[config.mk]
export PLATFORM = sky130hd
export DESIGN_NAME = wb_trace_buffer_flat
export DESIGN_NICKNAME = d
export VERILOG_FILES = /design/src/rtl/wb_trace_buffer_if.sv /design/src/rtl/wb_trace_buffer.sv /design/src/flat_wrapper.sv
export SDC_FILE = /design/constraint.sdc
export NUM_CORES = 1
export LEC_CHECK = 0
export ABC_AREA = 1
export CORE_MARGIN = 2
export CORE_UTILIZATION = 60
export DETAILED_ROUTE_END_ITERATION = 8
export PLACE_DENSITY_LB_ADDON = 0.3
export SLEW_MARGIN = 20
export SYNTH_ARGS = -nofsm -noshare
export SYNTH_HDL_FRONTEND = slang
export SYNTH_SLANG_ARGS = --single-unit
[constraint.sdc]
create_clock -name clk -period 10.3 [get_ports clk]
set_clock_uncertainty 0.05 [all_clocks]
set_input_delay 1.545 -clock clk [delete_from_list [all_inputs] [get_ports clk]]
set_output_delay 1.545 -clock clk [all_outputs]
set_load 0.01 [all_outputs]
[src/rtl/wb_trace_buffer_if.sv]
// Writeback trace capture bus: CPU debug writeback port in,
// show-ahead trace stream and status out.
interface wb_trace_buffer_if #(
  parameter int DEPTH = 8,
  parameter int CNT_W = 16
);
  logic [31:0]              debug_wb_pc;
  logic [3:0]               debug_wb_rf_wen;
  logic [4:0]               debug_wb_rf_wnum;
  logic [31:0]              debug_wb_rf_wdata;
  logic                     clear;
  logic                     trace_valid;
  logic                     trace_ready;
  logic [31:0]              trace_pc;
  logic [4:0]               trace_wnum;
  logic [31:0]              trace_wdata;
  logic [$clog2(DEPTH):0]   fifo_count;
  logic                     overflow;
  logic [CNT_W-1:0]         drop_cnt;

  modport master (
    output debug_wb_pc, debug_wb_rf_wen,
    output debug_wb_rf_wnum, debug_wb_rf_wdata,
    output clear, trace_ready,
    input  trace_valid, trace_pc, trace_wnum,
    input  trace_wdata, fifo_count,
    input  overflow, drop_cnt
  );

  modport slave (
    input  debug_wb_pc, debug_wb_rf_wen,
    input  debug_wb_rf_wnum, debug_wb_rf_wdata,
    input  clear, trace_ready,
    output trace_valid, trace_pc, trace_wnum,
    output trace_wdata, fifo_count,
    output overflow, drop_cnt
  );
endinterface

[src/rtl/wb_trace_buffer.sv]
// Captures register-file writebacks into a show-ahead FIFO,
// counting events dropped while the FIFO is full.
module wb_trace_buffer #(
  parameter int DEPTH = 8,
  parameter int CNT_W = 16
) (
  input  logic             clk,
  input  logic             reset,
  wb_trace_buffer_if.slave bus
);
  localparam int AW = $clog2(DEPTH);

  logic [31:0]      pc_mem   [DEPTH];
  logic [4:0]       wnum_mem [DEPTH];
  logic [31:0]      data_mem [DEPTH];
  logic [AW-1:0]    head;
  logic [AW-1:0]    tail;
  logic [AW:0]      count;
  logic             ovf;
  logic [CNT_W-1:0] drops;

  logic capture;
  logic full;
  logic pop;
  logic push;
  logic drop;

  always_comb begin
    capture = (|bus.debug_wb_rf_wen) &&
              (|bus.debug_wb_rf_wnum);
    full    = count == (AW+1)'(DEPTH);
    pop     = (count != '0) && bus.trace_ready;
    // A pop on a full FIFO frees the slot the push needs.
    push    = capture && (!full || pop);
    drop    = capture && full && !pop;
  end

  always_ff @(posedge clk) begin
    if (reset) begin
      head  <= '0;
      tail  <= '0;
      count <= '0;
    end else begin
      if (push) tail <= tail + AW'(1);
      if (pop)  head <= head + AW'(1);
      count <= count + (AW+1)'(push)
                     - (AW+1)'(pop);
    end
  end

  always_ff @(posedge clk) begin
    if (reset || bus.clear) begin
      ovf   <= 1'b0;
      drops <= '0;
    end else if (drop) begin
      ovf <= 1'b1;
      if (drops != '1) drops <= drops + CNT_W'(1);
    end
  end

  always_ff @(posedge clk) begin
    if (push && !reset) begin
      pc_mem[tail]   <= bus.debug_wb_pc;
      wnum_mem[tail] <= bus.debug_wb_rf_wnum;
      data_mem[tail] <= bus.debug_wb_rf_wdata;
    end
  end

  assign bus.trace_valid = count != '0;
  assign bus.trace_pc    = pc_mem[head];
  assign bus.trace_wnum  = wnum_mem[head];
  assign bus.trace_wdata = data_mem[head];
  assign bus.fifo_count  = count;
  assign bus.overflow    = ovf;
  assign bus.drop_cnt    = drops;
endmodule

[src/flat_wrapper.sv]
// flat-port wrapper written by rule: the top's interface ports become plain ports
module wb_trace_buffer_flat 
#(
  parameter int DEPTH = 8,
  parameter int CNT_W = 16
)
  (clk, reset, bus_debug_wb_pc, bus_debug_wb_rf_wen, bus_debug_wb_rf_wnum, bus_debug_wb_rf_wdata, bus_clear, bus_trace_ready, bus_trace_valid, bus_trace_pc, bus_trace_wnum, bus_trace_wdata, bus_fifo_count, bus_overflow, bus_drop_cnt);
  wb_trace_buffer_if #(.DEPTH(DEPTH), .CNT_W(CNT_W)) bus_i ();
  input  logic clk;
  input  logic reset;
  input wire logic [$bits(bus_i.debug_wb_pc)-1:0] bus_debug_wb_pc;
  input wire logic [$bits(bus_i.debug_wb_rf_wen)-1:0] bus_debug_wb_rf_wen;
  input wire logic [$bits(bus_i.debug_wb_rf_wnum)-1:0] bus_debug_wb_rf_wnum;
  input wire logic [$bits(bus_i.debug_wb_rf_wdata)-1:0] bus_debug_wb_rf_wdata;
  input wire logic [$bits(bus_i.clear)-1:0] bus_clear;
  input wire logic [$bits(bus_i.trace_ready)-1:0] bus_trace_ready;
  output wire logic [$bits(bus_i.trace_valid)-1:0] bus_trace_valid;
  output wire logic [$bits(bus_i.trace_pc)-1:0] bus_trace_pc;
  output wire logic [$bits(bus_i.trace_wnum)-1:0] bus_trace_wnum;
  output wire logic [$bits(bus_i.trace_wdata)-1:0] bus_trace_wdata;
  output wire logic [$bits(bus_i.fifo_count)-1:0] bus_fifo_count;
  output wire logic [$bits(bus_i.overflow)-1:0] bus_overflow;
  output wire logic [$bits(bus_i.drop_cnt)-1:0] bus_drop_cnt;
  assign bus_i.debug_wb_pc = bus_debug_wb_pc;
  assign bus_i.debug_wb_rf_wen = bus_debug_wb_rf_wen;
  assign bus_i.debug_wb_rf_wnum = bus_debug_wb_rf_wnum;
  assign bus_i.debug_wb_rf_wdata = bus_debug_wb_rf_wdata;
  assign bus_i.clear = bus_clear;
  assign bus_i.trace_ready = bus_trace_ready;
  assign bus_trace_valid = bus_i.trace_valid;
  assign bus_trace_pc = bus_i.trace_pc;
  assign bus_trace_wnum = bus_i.trace_wnum;
  assign bus_trace_wdata = bus_i.trace_wdata;
  assign bus_fifo_count = bus_i.fifo_count;
  assign bus_overflow = bus_i.overflow;
  assign bus_drop_cnt = bus_i.drop_cnt;
  wb_trace_buffer #(.DEPTH(DEPTH), .CNT_W(CNT_W)) u_core (.clk(clk), .reset(reset), .bus(bus_i));
endmodule
==> results.txt, run 1 <==
Clock Tree Root: clkbuf_16
pre-CTS setup slack: 5.00 ns
Bufs and invs on worst path: 3
CP max stage delay: 0.72 ns
Final Util: 71.6%
Final min period: 5.73 ns
GRT Util Overall: 25.5%
fillers: 2509
hold buffers post-CTS: 0
CTS tree: yes
Top delay family on crit path: buffers and inverters
Slew @ Worst Pin: 1.06 ns
register clock-pin slew on the reported worst setup and hold paths: 0.06 ns
Worst path depth: 7
wire per inst: 20.1 um
R2R cell count: 10
sequence of cells on the critical path: buf_4 > buf_4 > o21ai_0 > o22ai_1 > nor2_1 > a31oi_1 > clkdlybuf4s50_1
Final Max Tran Viols: 0
share of cells above drive strength 1: 7.88%
worst-path fanout max: 78
drt drc: 0
CP max stage cell: buf_4
row count: 71
worst hold slack: 0.400 ns
initial core utilization: 61.1%
vias in the first global route: 14300
Synthesis Warnings: 0
1st-pass router iterations: 5
Hold Crit Class: reg -> reg
worst r2r src: u_core.bus.fifo_count[2]$_SDFF_PP0_
fin crit share: 55.6%
Die Width: 200 um
Vias/cell: 5.82
later-pin clock latency in the skew report: 0.60 ns
mapped cell area: 0.0230 mm^2
post-synth cell types: 32
Final Hold Viols: 0
WL final: 50500 um
GP Congestion: 0.812
Longest Clk Path Bufs: 3
Net Count, Synth: 1910
total negative setup slack: 0 ns
DRT antenna net count: 0
# IOs: 168
Syn-to-layout area delta: 17.3%
outcome: complete, no violations
postcts setup bufs: 0
Core Region: 0.0377 mm^2
sequential share of the synthesized area: 74.7%
Final setup viols: 0
Max transition margin: 29.5%
H-tree Lvls: 2
initial antenna violation count: 4
MaxCap Viol Count: 0
nets: 2043
routed vias: 14600
WP data arrival: 4.14 ns
Worst EP required: 8.71 ns
first-pass GRT wire length: 77600 um
Syn Area/Cell: 12.6 um^2
die height: 200 um
HPWL Detailed: 25500 um
worst-case vdd ir drop: 0.153 mV
critical path class: reg -> out
Mapped Cells: 1824
total CTS buffers: 56
largest net degree at the start of global routing: 150
Die ar.: 0.0399 mm^2
setup repair after global routing missed its margin: false
PortBufs: 167
sequential cell area: 0.0172 mm^2
P_leak: 8.86 nW
Total Power: 6.65 mW
total global routing overflow: 0
CP endpoint kind: output port
fmax: 174 MHz
CTS resizes: 0
CP dominant cell by count: buf_4
clock sink count: 582
worst hold path depth: 1
Hold Path Origin: u_core.head[2]$_SDFFE_PP0P_
Final WS setup: 4.57 ns
Multi-input gate area: 0.00517 mm^2
critical path launch point type: flop
#FFs+latches synth: 582
antenna diode count: 0
pwr dens: 246 mW/mm^2
initial detailed-routing violation count: 1273
cell type report:
cell class                 count  area share [%]
clock buffer                  63            5.44
clock inverter                43            2.01
inverter                      36           0.552
multi-input combinational   1097            19.2
sequential                   582            63.7
tap                          511            2.37
timing repair buffer         184            6.77
final timing paths:
path | end | slack [ns]
worst min-delay path | u_core.head[2]$_SDFFE_PP0P_ | 0.40
worst min register to register | u_core.head[2]$_SDFFE_PP0P_ | 0.40
worst max register to register | u_core.data_mem[5][4]$_DFFE_PP_ | 6.69
worst max-delay path | bus_trace_pc[23] | 4.57
flip-flops by register name (all words and copies together) (netlist names), named ones only:
register	flops
u_core.bus.overflow	1
u_core.bus.drop_cnt	16
u_core.bus.fifo_count	4
u_core.tail	3
u_core.data_mem	256
u_core.wnum_mem	40
u_core.head	3
u_core.pc_mem	256
cell usage in the layout (no fill, tap or decap), types with 5 or more instances in the layout:
master,Yosys,layout
clkinv_2,1,15
a21oi_1,11,11
o21ai_1,28,28
dfxtp_1,30,28
o21ai_0,262,262
a31oi_1,69,69
bufinv_16,0,12
nor2_4,4,12
buf_4,17,14
inv_1,32,31
nand2_2,13,13
ha_1,8,8
a21oi_2,9,9
clkdlybuf4s50_1,0,167
o22ai_1,69,69
clkinv_1,0,5
nor2_1,533,525
nand2_1,58,58
nand3_1,18,18
edfxtp_1,552,552
clkbuf_16,0,57
clkinvlp_4,0,9
where the power goes:
part	switching [mW]	total (mW)	internal [mW]	leakage [nW]
combinational	0.952	1.56	0.603	2.64
sequential	0.0807	2.89	2.80	5.25
clock	0.879	2.21	1.33	0.968
total	1.91	6.65	4.74	8.86
logic make-up after synthesis:
kind of cell | share of synthesized area, %
AOI/OAI and AO/OA | 10.6
xor gates and xnor gates | 0.152
adders and majority gates | 0.522
buffers and inverters | 3.09
DFF | 74.7
and+or+nand+nor | 10.9
routing by layer:
layer  vias to the layer above  wire (um)  track usage [%]
met5                         -         56                0
met4                         8        787             7.24
met3                        76       3420             4.37
met2                       552      25200             42.8
met1                      7141      21000             34.8
li1                       6857          -                -
synthesized netlist by cell type (all sizes together):
cell type	count	area (um^2)
ha	8	100
clkinv	1	5.00
nor2	538	2050
fa	1	20.0
nor3	1	5.00
clkbuf	50	188
nand3	18	90.1
o21ai	290	1450
edfxtp	552	16600
xor2	3	26.3
a31oi	69	432
o22ai	69	432
dfxtp	30	601
nand4	4	25.0
nand2	73	322
a21oi	20	134
buf	59	384
nand3b	2	15.0
inv	35	134
xnor2	1	8.76
through the flow:
stage / area, um^2 / std cells
after floorplan: 23000 / 1824
after global placement: 24900 / 2409
after detailed placement: 24900 / 2409
after CTS: 26900 / 2515
after global routing: 27000 / 2516
final: 27000 / 2516
worst reg2reg max path: stages (launching register included):
cell	delay, ns
dfxtp_1	0.33
inv_1	0.08
ha_1	0.20
nand2_1	0.13
nand2_2	0.11
nand2_1	0.15
nand2_1	0.15
inv_1	0.13
nand3_1	0.31
nor2_4	0.71
buf_4	0.84
(Power assumes the default switching activity.)
==> run 2: changes to the inputs <==
--- a/config.mk
+++ b/config.mk
@@ -7,7 +7,7 @@
 export LEC_CHECK = 0
 export ABC_AREA = 1
 export CORE_MARGIN = 2
-export CORE_UTILIZATION = 60
+export CORE_UTILIZATION = 58
 export DETAILED_ROUTE_END_ITERATION = 8
 export PLACE_DENSITY_LB_ADDON = 0.3
 export SLEW_MARGIN = 20
==> constraint.sdc (replaced) <==
create_clock -name clk -period 5.5 [get_ports clk]
set_clock_uncertainty 0.05 [all_clocks]
set_input_delay 0.825 -clock clk [delete_from_list [all_inputs] [get_ports clk]]
set_output_delay 0.825 -clock clk [all_outputs]
set_load 0.01 [all_outputs]
==> results.txt, run 2 (same netlist as run 1, synthesis figures left out) <==
HPWL Detailed: 26600 um (+4.0%)
WP data arrival: 3.74 ns (-0.40 ns)
hold buffers post-CTS: 0 (unchanged)
antenna diode count: 0 (unchanged)
Final WS setup: 0.881 ns (-3.69 ns)
Die Width: 203 um (+1.7%)
PortBufs: 167 (unchanged)
total CTS buffers: 57 (+1.8%)
DRT antenna net count: 0 (unchanged)
most frequent cells in the layout: edfxtp_1 (552), nor2_1 (525), o21ai_0 (262), clkdlybuf4s50_1 (167)
GP Congestion: 0.793 (-2.3%)
WL final: 50200 um (-0.62%)
Final setup viols: 0 (unchanged)
Total Power: 11.8 mW (+78%)
worst-case vdd ir drop: 0.274 mV (+79%)
Core Region: 0.0389 mm^2 (+3.3%)
Clock Tree Root: clkbuf_16
CP max stage cell: dfxtp_4
fin crit share: 84.0%
later-pin clock latency in the skew report: 0.59 ns (about the same)
1st-pass router iterations: 5 (unchanged)
Final min period: 4.62 ns
worst-path fanout max: 80 (+2.6%)
busiest layer in global routing: met2
met2 Usage GRT: 40.4% (-2.4 points)
total negative setup slack: 0 ns (unchanged)
CTS resizes: 0 (unchanged)
largest registers: u_core.data_mem x256, u_core.pc_mem x256, u_core.wnum_mem x40
clock sink count: 582 (unchanged)
GRT Util Overall: 24.2% (-1.3 points)
initial antenna violation count: 1 (-3)
vias in the first global route: 14600 (+2.1%)
largest net degree at the start of global routing: 157 (+4.7%)
dpl cell area: 0.0251 mm^2 (+0.60%)
nets: 2047 (+0.20%)
wire per inst: 19.9 um (-0.97%)
Final Hold Viols: 0 (unchanged)
Hold Crit Class: reg -> reg
postcts setup bufs: 0 (unchanged)
register clock-pin slew on the reported worst setup and hold paths: 0.06 ns (about the same)
critical path launch point type: flop
setup repair after global routing missed its margin: false
CTS tree: yes
Final Util: 68.7% (-2.9 points)
post-route cell area: 0.0267 mm^2 (-0.87%)
CP endpoint kind: output port
Top delay family on crit path: buffers and inverters
Max transition margin: 28.6% (-0.89 points)
die height: 203 um (+1.7%)
Vias/cell: 5.84 (+0.43%)
H-tree Lvls: 2 (unchanged)
# IOs: 168 (unchanged)
Worst EP required: 4.62 ns (-4.09 ns)
pwr dens: 443 mW/mm^2 (+80%)
routed vias: 14800 (+0.79%)
drt drc: 0 (unchanged)
sequence of cells on the critical path: buf_4 > o21ai_0 > o22ai_1 > nor2_1 > a31oi_1 > clkdlybuf4s50_1
M1 GR Usage: 32.9% (-1.9 points)
Final Max Tran Viols: 0 (unchanged)
fmax: 216 MHz
Bufs and invs on worst path: 2 (-1)
MaxCap Viol Count: 0 (unchanged)
most common cell after layout, fill and taps aside: edfxtp_1
initial core utilization: 59.1% (-2.0 points)
first-pass GRT wire length: 77800 um (+0.27%)
CP max stage delay: 0.97 ns (+0.25 ns)
row count: 72 (+1.4%)
critical path class: reg -> out
initial detailed-routing violation count: 1292 (+1.5%)
Longest Clk Path Bufs: 3 (unchanged)
Die ar.: 0.0413 mm^2 (+3.4%)
pre-CTS setup slack: 1.29 ns (-3.71 ns)
P_leak: 8.73 nW (-1.4%)
total global routing overflow: 0 (unchanged)
Slew @ Worst Pin: 1.07 ns (+0.0134 ns)
Syn-to-layout area delta: 16.3%
share of cells above drive strength 1: 6.78% (-1.1 points)
met3 GRT Util: 3.88% (-0.49 points)
outcome: complete, no violations
[run 2: cell type report]
class / count / area [um^2]
sequential: 582 / 17200
fill: 2702 / 12200
multi-input combinational: 1097 / 5170
timing repair buffer: 187 / 1930
clock buffer: 75 / 1520
tap: 518 / 648
clock inverter: 30 / 148
inverter: 36 / 146
[run 2: final timing paths]
check	depth (start not counted)	slack [ns]	from	endpoint
worst min-delay path	1	0.40	u_core.head[2]$_SDFFE_PP0P_	flop
worst max-delay path	6	0.88	flop	bus_trace_wdata[15]
worst max register to register	10	2.23	u_core.bus.fifo_count[2]$_SDFF_PP0_	u_core.wnum_mem[5][0]$_DFFE_PP_
worst min register to register	1	0.40	u_core.head[2]$_SDFFE_PP0P_	flop
[run 2: layer usage]
layer  part of all wire [%]  wire [um]
met1                     42      21000
met2                     49      24700
met3                    6.9       3480
met4                    2.0       1020
met5                  0.026         13
[run 2: stage by stage]
| step | hold WS, ns | std cells |
|---|---|---|
| after floorplan | 0.376 | 1824 |
| after global placement | 0.385 | 2420 |
| after detailed placement | 0.395 | 2420 |
| after CTS | 0.399 | 2525 |
| after global routing | 0.422 | 2525 |
| final | 0.398 | 2525 |
[run 2: report_power, final]
part	leakage (nW)	internal, mW	switching [mW]	total, mW
registers	5.25	5.25	0.166	5.42
logic	2.67	1.15	1.79	2.93
clock network	0.811	1.93	1.56	3.49
[run 2: worst register-to-register path: cells and delay by family (launching register included)]
kind	cells	cell delay, ns
buf+inv	3	0.72
flops	1	0.33
fa+ha+maj	1	0.19
simple gates	6	1.62
==> run 3: changes to the inputs <==
--- a/config.mk
+++ b/config.mk
@@ -7,7 +7,7 @@
 export LEC_CHECK = 0
 export ABC_AREA = 1
 export CORE_MARGIN = 2
-export CORE_UTILIZATION = 58
+export CORE_UTILIZATION = 53
 export DETAILED_ROUTE_END_ITERATION = 8
 export PLACE_DENSITY_LB_ADDON = 0.3
 export SLEW_MARGIN = 20
==> constraint.sdc (replaced) <==
create_clock -name clk -period 4.2 [get_ports clk]
set_clock_uncertainty 0.05 [all_clocks]
set_input_delay 0.63 -clock clk [delete_from_list [all_inputs] [get_ports clk]]
set_output_delay 0.63 -clock clk [all_outputs]
set_load 0.01 [all_outputs]
==> results.txt, run 3 (same netlist as run 1, synthesis figures left out) <==
GP Congestion: 0.814 (+2.6%)
H-tree Lvls: 2 (unchanged)
DRT antenna net count: 0 (unchanged)
worst hold path depth: 1 (unchanged)
Sw Ratio: 29.3% (-0.42 points)
largest net degree at the start of global routing: 161 (+2.5%)
HPWL Detailed: 27300 um (+2.8%)
Final WS setup: 0.407 ns (-0.474 ns)
register clock-pin slew on the reported worst setup and hold paths: 0.06 ns (about the same)
nets: 2062 (+0.73%)
Int Power: 11.1 mW (+33%)
CP endpoint kind: output port
PortBufs: 167 (unchanged)
Final min period: 3.79 ns
postcts setup bufs: 0 (unchanged)
Core Region: 0.0430 mm^2 (+10%)
later-pin clock latency in the skew report: 0.60 ns (about the same)
WP data arrival: 3.11 ns (-0.63 ns)
fin crit share: 90.3%
Hold Crit Class: reg -> reg
clock sink count: 582 (unchanged)
Clock Tree Root: clkbuf_16
pwr dens: 579 mW/mm^2 (+31%)
sequence of cells on the critical path: buf_12 > o21ai_0 > o22ai_1 > nor2_1 > a31oi_1 > clkdlybuf4s50_1
Final Max Tran Viols: 0 (unchanged)
critical path launch point type: flop
outcome: complete, no violations
initial antenna violation count: 4 (+3)
R2R cell count: 10 (unchanged)
Slew @ Worst Pin: 0.761 ns (-0.310 ns)
drt drc: 0 (unchanged)
Die ar.: 0.0451 mm^2 (+9.2%)
Syn-to-layout area delta: 17.7%
fillers: 3210 (+19%)
hold buffers post-CTS: 0 (unchanged)
WL final: 49500 um (-1.4%)
die height: 212 um (+4.5%)
wire per inst: 18.9 um (-4.6%)
CTS resizes: 0 (unchanged)
GRT Util Overall: 22.1% (-2.0 points)
Vias/cell: 5.61 (-4.0%)
most frequent cells in the layout: edfxtp_1 (552), nor2_1 (525), o21ai_0 (262), clkdlybuf4s50_1 (167)
P_leak: 8.87 nW (+1.6%)
worst-case vdd ir drop: 0.324 mV (+18%)
routed vias: 14600 (-0.73%)
Longest Clk Path Bufs: 3 (unchanged)
MaxCap Viol Count: 0 (unchanged)
NetSw: 4.59 mW (+30%)
largest registers: u_core.data_mem x256, u_core.pc_mem x256, u_core.wnum_mem x40
Final setup viols: 0 (unchanged)
share of cells above drive strength 1: 7.91% (+1.1 points)
Worst EP required: 3.52 ns (-1.10 ns)
# IOs: 168 (unchanged)
1st-pass router iterations: 5 (unchanged)
setup repair after global routing missed its margin: false
Max transition margin: 49.2% (+21 points)
total negative setup slack: 0 ns (unchanged)
most common cell after layout, fill and taps aside: edfxtp_1
Die Width: 212 um (+4.5%)
first-pass GRT wire length: 77100 um (-0.86%)
worst-path fanout max: 82 (+2.5%)
CP max stage cell: dfxtp_4
CTS tree: yes
total CTS buffers: 56 (-1.8%)
fmax: 264 MHz
vias in the first global route: 14500 (-0.41%)
Final Hold Viols: 0 (unchanged)
CP max stage delay: 0.69 ns (-0.28 ns)
Combinational Power Share: 25.0% (+0.2 points)
Reg power frac: 44.9% (-0.8 points)
initial detailed-routing violation count: 1386 (+7.3%)
pre-CTS setup slack: 0.735 ns (-0.554 ns)
total global routing overflow: 0 (unchanged)
initial core utilization: 53.5% (-5.6 points)
critical path class: reg -> out
row count: 76 (+5.6%)
clock power share: 30.1% (+0.6 points)
-- run 3: changes by cell type in the layout (fill, tap and decap cells not counted), moves of 2 or more --
| cell | change |
|---|---|
| bufinv_16 | +2 |
| diode_2 | +3 |
| buf_4 | +13 |
| buf_12 | +3 |
| clkbuf_1 | -9 |
| clkinv_2 | +3 |
| clkbuf_8 | +4 |
-- run 3: worst paths after layout --
kind,end,start,slack (ns)
worst min-delay path,u_core.head[2]$_SDFFE_PP0P_,u_core.head[2]$_SDFFE_PP0P_,0.40
worst max register to register,u_core.pc_mem[3][20]$_DFFE_PP_,u_core.bus.fifo_count[2]$_SDFF_PP0_,1.44
worst min register to register,u_core.head[2]$_SDFFE_PP0P_,u_core.head[2]$_SDFFE_PP0P_,0.40
worst max-delay path,bus_trace_pc[4],flop,0.41
-- run 3: power groups by stage --
stage / combinational (mW) / clock [mW] / sequential (mW)
5_1_grt: 4.32 / 5.03 / 7.08
6_report: 3.91 / 4.72 / 7.04
3_3_place_gp: 3.86 / 0 / 7.14
3_5_place_dp: 3.93 / 0 / 7.16
4_1_cts: 3.96 / 4.80 / 7.04
2_1_floorplan: 2.30 / 0 / 7.13
-- run 3: per-stage QoR --
stage | hold slack (ns) | utilization [%] | instances | instance area [um^2] | power, mW
detailed placement | 0.394 | 58.9 | 2503 | 25300 | 11.1
global placement | 0.387 | 58.9 | 2503 | 25300 | 11.0
CTS | 0.404 | 63.0 | 2608 | 27100 | 15.8
finish | 0.402 | 63.0 | 2611 | 27100 | 15.7
floorplan | 0.376 | - | 1824 | 23000 | 9.42
global route | 0.442 | 63.0 | 2609 | 27100 | 16.4
-- run 3: cell type report --
| class | count | area, um^2 | area share, % |
|---|---|---|---|
| diodes | 3 | 7.51 | 0.0277 |
| clock buffers | 69 | 1510 | 5.58 |
| clock inverters | 36 | 223 | 0.823 |
| inverters | 36 | 146 | 0.541 |
| multi-input cells | 1097 | 5170 | 19.1 |
| flip-flops and latches | 582 | 17200 | 63.5 |
| well taps | 585 | 732 | 2.70 |
| repair buffers | 203 | 2090 | 7.73 |
-- run 3: metal layers --
layer  global-route usage (%)  up-vias  part of all wire (%)
li1                         -     6908                     -
met1                     28.9     7200                    42
met2                     36.9      438                    49
met3                     5.07       94                   6.9
met4                     7.31        2                   2.3
met5                        0        -                 0.026
-- run 3: worst max-delay path: cells and delay by family (launching register included) --
kind / cells / cell delay [ns]
buf+inv: 2 / 1.03
compound gates: 3 / 0.69
simple gates: 1 / 0.07
flops: 1 / 0.69
